## src/rtl/fetch_unit_if.sv

```systemverilog
// Bus between the fetch unit, its controller, the instruction ROM and the
// opcode decoder. The fetch unit takes the slave side; the master side is
// whatever drives Start/LUT/condition inputs and supplies ROM data.
interface fetch_unit_if #(
   parameter int PCW = 10
);
   logic           Start;
   logic [PCW-1:0] StartAddr;
   logic [8:0]     InstrIn;
   logic [PCW-1:0] ProgCtr;
   logic [8:0]     Instr;
   logic           InstrValid;
   logic           CondWe;
   logic           CondIn;
   logic           LutWe;
   logic [3:0]     LutAddr;
   logic [PCW-1:0] LutData;
   logic           BranchTaken;
   logic           Running;
   logic           Done;

   modport master (
      output Start, StartAddr, InstrIn, CondWe, CondIn, LutWe, LutAddr, LutData,
      input  ProgCtr, Instr, InstrValid, BranchTaken, Running, Done
   );

   modport slave (
      input  Start, StartAddr, InstrIn, CondWe, CondIn, LutWe, LutAddr, LutData,
      output ProgCtr, Instr, InstrValid, BranchTaken, Running, Done
   );
endinterface

```

## src/rtl/fetch_unit.sv

```systemverilog
// Instruction fetch / program counter stage. Holds the PC, presents the
// ROM word to the decoder, resolves beq/bne from a registered condition
// flag and an absolute-target LUT, and sequences IDLE -> RUN -> DONE.
module fetch_unit #(
   parameter int PCW  = 10,
   parameter int LUTN = 16
) (
   input  logic             Clk,
   input  logic             Reset,
   fetch_unit_if.slave      bus
);

   typedef enum logic [1:0] {
      S_IDLE = 2'd0,
      S_RUN  = 2'd1,
      S_DONE = 2'd2
   } state_t;

   localparam logic [8:0] HALT_WORD = 9'b00101_1111;
   localparam logic [4:0] OP_BEQ    = 5'b00101;
   localparam logic [4:0] OP_BNE    = 5'b00110;

   state_t         r_state;
   state_t         w_state_nxt;
   logic [PCW-1:0] r_pc;
   logic [PCW-1:0] w_pc_nxt;
   logic           r_cond;
   logic [PCW-1:0] r_lut [LUTN];

   logic           w_run;
   logic           w_halt;
   logic           w_beq;
   logic           w_bne;
   logic           w_taken;
   logic           w_lut_wr;
   logic [PCW-1:0] w_target;

   // Instruction classification; the halt word shares the beq opcode and is
   // excluded from ordinary beq decoding.
   assign w_run    = (r_state == S_RUN);
   assign w_halt   = (bus.InstrIn == HALT_WORD);
   assign w_beq    = (bus.InstrIn[8:4] == OP_BEQ) && (bus.InstrIn[3:0] != 4'hF);
   assign w_bne    = (bus.InstrIn[8:4] == OP_BNE);
   assign w_taken  = w_run && ((w_beq && r_cond) || (w_bne && !r_cond));
   assign w_target = r_lut[bus.InstrIn[3:0]];
   assign w_lut_wr = bus.LutWe && (r_state != S_RUN);

   // Instr is held at zero outside RUN so the decoder never sees stale ROM data.
   assign bus.ProgCtr     = r_pc;
   assign bus.Instr       = w_run ? bus.InstrIn : 9'd0;
   assign bus.InstrValid  = w_run && !w_halt;
   assign bus.BranchTaken = w_taken;
   assign bus.Running     = w_run;
   assign bus.Done        = (r_state == S_DONE);

   // Next-state and next-PC selection.
   always_comb begin
      w_state_nxt = r_state;
      w_pc_nxt    = r_pc;
      case (r_state)
         S_IDLE, S_DONE: begin
            if (bus.Start) begin
               w_state_nxt = S_RUN;
               w_pc_nxt    = bus.StartAddr;
            end
         end
         S_RUN: begin
            if (w_halt) begin
               w_state_nxt = S_DONE;
            end else if (w_taken) begin
               w_pc_nxt = w_target;
            end else begin
               w_pc_nxt = r_pc + PCW'(1);
            end
         end
         default: begin
            w_state_nxt = S_IDLE;
            w_pc_nxt    = '0;
         end
      endcase
   end

   // State and PC registers.
   always_ff @(posedge Clk) begin
      if (Reset) begin
         r_state <= S_IDLE;
         r_pc    <= '0;
      end else begin
         r_state <= w_state_nxt;
         r_pc    <= w_pc_nxt;
      end
   end

   // Condition flag: only eq/lt executed in RUN update it; it survives restarts.
   always_ff @(posedge Clk) begin
      if (Reset) begin
         r_cond <= 1'b0;
      end else if (w_run && bus.CondWe) begin
         r_cond <= bus.CondIn;
      end
   end

   // Branch target LUT: writable only while not running.
   always_ff @(posedge Clk) begin
      if (Reset) begin
         for (int i = 0; i < LUTN; i++) begin
            r_lut[i] <= '0;
         end
      end else if (w_lut_wr) begin
         r_lut[bus.LutAddr] <= bus.LutData;
      end
   end

endmodule

```

## src/flat_wrapper.sv

```systemverilog
// flat-port wrapper written by rule: the top's interface ports become plain ports
module fetch_unit_flat 
#(
   parameter int PCW  = 10,
   parameter int LUTN = 16
)
  (Clk, Reset, bus_Start, bus_StartAddr, bus_InstrIn, bus_CondWe, bus_CondIn, bus_LutWe, bus_LutAddr, bus_LutData, bus_ProgCtr, bus_Instr, bus_InstrValid, bus_BranchTaken, bus_Running, bus_Done);
  fetch_unit_if #(.PCW(PCW)) bus_i ();
  input  logic Clk;
  input  logic Reset;
  input wire logic [$bits(bus_i.Start)-1:0] bus_Start;
  input wire logic [$bits(bus_i.StartAddr)-1:0] bus_StartAddr;
  input wire logic [$bits(bus_i.InstrIn)-1:0] bus_InstrIn;
  input wire logic [$bits(bus_i.CondWe)-1:0] bus_CondWe;
  input wire logic [$bits(bus_i.CondIn)-1:0] bus_CondIn;
  input wire logic [$bits(bus_i.LutWe)-1:0] bus_LutWe;
  input wire logic [$bits(bus_i.LutAddr)-1:0] bus_LutAddr;
  input wire logic [$bits(bus_i.LutData)-1:0] bus_LutData;
  output wire logic [$bits(bus_i.ProgCtr)-1:0] bus_ProgCtr;
  output wire logic [$bits(bus_i.Instr)-1:0] bus_Instr;
  output wire logic [$bits(bus_i.InstrValid)-1:0] bus_InstrValid;
  output wire logic [$bits(bus_i.BranchTaken)-1:0] bus_BranchTaken;
  output wire logic [$bits(bus_i.Running)-1:0] bus_Running;
  output wire logic [$bits(bus_i.Done)-1:0] bus_Done;
  assign bus_i.Start = bus_Start;
  assign bus_i.StartAddr = bus_StartAddr;
  assign bus_i.InstrIn = bus_InstrIn;
  assign bus_i.CondWe = bus_CondWe;
  assign bus_i.CondIn = bus_CondIn;
  assign bus_i.LutWe = bus_LutWe;
  assign bus_i.LutAddr = bus_LutAddr;
  assign bus_i.LutData = bus_LutData;
  assign bus_ProgCtr = bus_i.ProgCtr;
  assign bus_Instr = bus_i.Instr;
  assign bus_InstrValid = bus_i.InstrValid;
  assign bus_BranchTaken = bus_i.BranchTaken;
  assign bus_Running = bus_i.Running;
  assign bus_Done = bus_i.Done;
  fetch_unit #(.PCW(PCW), .LUTN(LUTN)) u_core (.Clk(Clk), .Reset(Reset), .bus(bus_i));
endmodule
```

## config.mk

```make
export PLATFORM = sky130hd
export DESIGN_NAME = fetch_unit_flat
export DESIGN_NICKNAME = d
export VERILOG_FILES = /design/src/rtl/fetch_unit_if.sv /design/src/rtl/fetch_unit.sv /design/src/flat_wrapper.sv
export SDC_FILE = /design/constraint.sdc
export NUM_CORES = 1
export LEC_CHECK = 0
export BUFFER_PORTS_ARGS = -buffer_cell sky130_fd_sc_hd__buf_2
export CAP_MARGIN = 5
export CELL_PAD_IN_SITES_DETAIL_PLACEMENT = 1
export CELL_PAD_IN_SITES_GLOBAL_PLACEMENT = 1
export CORE_MARGIN = 2
export CORE_UTILIZATION = 51
export CTS_CLUSTER_SIZE = 8
export DETAILED_ROUTE_END_ITERATION = 8
export PLACE_DENSITY = 0.88
export SLEW_MARGIN = 10
export SYNTH_ARGS = -nofsm -noshare
export SYNTH_HDL_FRONTEND = slang
export SYNTH_SLANG_ARGS = --single-unit
```

## constraint.sdc

```tcl
create_clock -name Clk -period 2.4 [get_ports Clk]
set_input_delay 0.24 -clock Clk [delete_from_list [all_inputs] [get_ports Clk]]
set_output_delay 0.24 -clock Clk [all_outputs]
set_load 0.02 [all_outputs]
```

==> flow_summary.json <==
{
  "clock_skew_ns": 0.00644,
  "reg2reg_to": "u_core.r_lut[0][0]",
  "end_kind": "register",
  "cts_sinks": 173,
  "fin_crit_sh_pct": 96.4,
  "worstHoldStart": "bus_CondIn",
  "timing.final.ws_setup_ns": 0.0860,
  "powerDensity_mw_per_mm2": 736,
  "drive_gt1_share_pct": 26.0,
  "async_reset_ff_share_pct": 0,
  "rsz0062_at_grt": "no",
  "synth_edf_count": 160,
  "fill_cells": 1619,
  "hold_path_depth": 3,
  "numCtsBuffers": 17,
  "ys.flop_type": "edfxtp_1",
  "critPathLaunchType": "register",
  "criticalPathCategory": "reg -> reg",
  "slew_viol_final": 0,
  "yosys-mux-area-fraction_pct": 13.4,
  "pre_cts_slack_ns": 0.121,
  "drtAntennaViolNets": 0,
  "via_count": 5376,
  "route.final.wire_length_mm": 24.6,
  "clock_latency_ns": 0.43,
  "start_util_pct": 51.6,
  "grt_pass1_vias": 5790,
  "layout_commonest_cell": "and2_1",
  "arrival_ns": 2.42,
  "cap_violations": 0,
  "coreArea_sq_mm": 0.0163,
  "cts_max_level": 4,
  "finalSetupViolations": 0,
  "fin_crit_ns": 2.31,
  "cts_buffer_depth": 2,
  "drt_iter0_markers": 472,
  "cts_tree": "done",
  "clk_pin_slew_ns": 0.07,
  "wire_per_inst_microns": 27.6,
  "synth-seq-cells": 173,
  "status": "finished, final reports clean",
  "antenna_found_initial": 1,
  "required_ns": 2.51,
  "rrSetupSlack_ns": 0.09,
  "dieArea_sq_mm": 0.0176,
  "grt_usage_pct": 29.5,
  "r2r_cells": 6,
  "area_growth_pct": 14.7,
  "setup_tns_ns": 0,
  "seq_area_frac_synth_pct": 60.1,
  "max-slew-margin-rel_pct": 58.9,
  "first_pass_iters": 5,
  "ioPinCount": 62,
  "synth-simple-area-share_pct": 19.0,
  "die_width_microns": 133,
  "synth_cells": 592,
  "tightest_slew_ns": 0.617,
  "dp_cells": 858,
  "hold_viol": 0,
  "avgViaCountPerCell": 6.03,
  "grt_max_degree": 24,
  "crit_fanout": 10,
  "cts_hold_buffers": 0,
  "syn_nets": 632,
  "fin_area_sq_mm": 0.00967,
  "ys_warn_count": 0,
  "synth_top_family_by_area": "simple AND/OR/NAND/NOR gates",
  "synth-xor-area-share_pct": 0.727,
  "final_cells": 892,
  "dpl-instance-area_sq_mm": 0.00903,
  "timing.fmax_mhz": 432,
  "routabilityCongestion": 0.829,
  "grt_pass1_wl_mm": 37.0,
  "root_buffer": "clkbuf_16",
  "syn_area_sq_mm": 0.00843,
  "die_h_microns": 133,
  "ir_drop_mv": 0.540,
  "nets": 697,
  "hold_path_class": "in -> reg",
  "yosysUniqueCellTypes": 48,
  "dp_hpwl_mm": 16.3,
  "most-common-layout-cells": "and2_1, edfxtp_1, buf_2",
  "worstReg2RegStart": "u_core.r_state[1]",
  "p_leak_nw": 3.74,
  "rows": 47,
  "drc": 0,
  "synth_compound_area_share_pct": 3.25,
  "post_cts_buffers": 0,
  "port-buffer-count": 61,
  "grt_overflow_total": 0,
  "synth_fa_ha_area_share_pct": 0.148,
  "holdPathEnd": "u_core.r_cond",
  "synth_area_per_cell_sq_um": 14.2
}
[worst max-delay path, cell delays in order, from the launching register on]
cell and delay, ns:
dfxtp_1 0.33, nand2b_1 0.14, inv_2 0.10, nor4b_1 0.34, nand2b_1 0.23, nor3_1 0.44, or2_2 0.40
[worst max path at each step]
stage	from	to	slack, ns	cells after the start
6_report	u_core.r_state[1]	u_core.r_lut[0][0]	0.09	6
5_1_grt	u_core.r_state[1]	u_core.r_lut[0][0]	0.03	6
4_1_cts	u_core.r_state[1]	u_core.r_lut[12][9]	0.06	6
3_5_place_dp	bus_InstrIn[0]	u_core.bus.ProgCtr[1]	0.12	6
3_3_place_gp	bus_InstrIn[0]	u_core.bus.ProgCtr[3]	0.15	6
2_1_floorplan	bus_InstrIn[0]	u_core.bus.ProgCtr[0]	0.63	7
[final cells by class]
cell class / count / area, sq um / area share (%)
multi-input cells: 364 / 3090 / 32.0
clock inverters: 10 / 161 / 1.67
diodes: 2 / 5.00 / 0.0517
flip-flops and latches: 173 / 5060 / 52.4
inverters: 8 / 30.0 / 0.310
clock buffers: 22 / 474 / 4.90
well taps: 220 / 275 / 2.85
repair buffers: 93 / 571 / 5.90
[metal layers]
metal,vias to the layer above,part of all wire [%],track usage (%)
li1,2317,-,-
met1,2714,37,34.2
met2,278,51,50.7
met3,67,7.1,7.24
met4,0,5.0,15.6
met5,-,0,0
[synthesized netlist by cell type, types with 2 or more instances]
cell | n | area share, %
a22o_1 | 2 | 0.21
and2_1 | 169 | 13
nor3_1 | 6 | 0.36
xnor2_1 | 6 | 0.62
or2_2 | 16 | 1.2
mux4_1 | 17 | 5.3
nor2_1 | 25 | 1.1
buf_4 | 6 | 0.53
nor2b_1 | 4 | 0.30
and2b_1 | 3 | 0.27
a221o_1 | 2 | 0.24
buf_2 | 3 | 0.18
mux4_2 | 30 | 8.0
dfxtp_1 | 13 | 3.1
nand4_1 | 4 | 0.30
edfxtp_1 | 160 | 57
a31oi_1 | 3 | 0.22
a22oi_1 | 2 | 0.18
and4_1 | 2 | 0.21
clkbuf_1 | 30 | 1.3
nand3_1 | 12 | 0.71
a211oi_1 | 9 | 0.80
nand2_1 | 15 | 0.67
a21oi_1 | 5 | 0.30
buf_6 | 6 | 0.80
nor3b_1 | 3 | 0.27
and3_1 | 2 | 0.15
a221oi_1 | 4 | 0.42
nand2b_1 | 8 | 0.59
inv_1 | 7 | 0.31
[report_power, final]
part | total [mW] | internal (mW) | leakage (nW) | switching, mW
Sequential | 3.48 | 3.41 | 1.75 | 0.0717
Clock | 2.99 | 1.82 | 0.302 | 1.16
Combinational | 0.647 | 0.254 | 1.69 | 0.393
Total | 7.12 | 5.49 | 3.74 | 1.63
[what timing repair did]
item,in CTS,in global routing
endpoints found under the hold margin,0,0
endpoints found under the setup margin,0,10
resized for setup,0,1
[cells by family (layout without fill, tap and decap cells)]
logic type / count (synthesis) / after routing
and+or+nand+nor: 273 / 273
DFF: 173 / 173
buffers and inverters: 55 / 133
muxes: 48 / 48
AOI/OAI and AO/OA: 35 / 35
xor gates and xnor gates: 7 / 7
adders and majority gates: 1 / 1
other: 0 / 2
[registers in the layout (all words and copies together), names as in the netlist]
name and flops:
u_core.bus.ProgCtr 10, u_core.r_state 2, u_core.r_lut 160, u_core.r_cond 1
[metrics by stage]
step           total power, mW  util [%]  hold slack, ns
3_3_place_gp              4.13      55.2           0.468
3_5_place_dp              4.18      55.2           0.473
6_report                  7.12      59.2          0.0687
4_1_cts                   7.14      59.1          0.0558
2_1_floorplan             3.90         -           0.387
5_1_grt                   7.29      59.1          0.0698
Power figures use the tool's default switching activity.
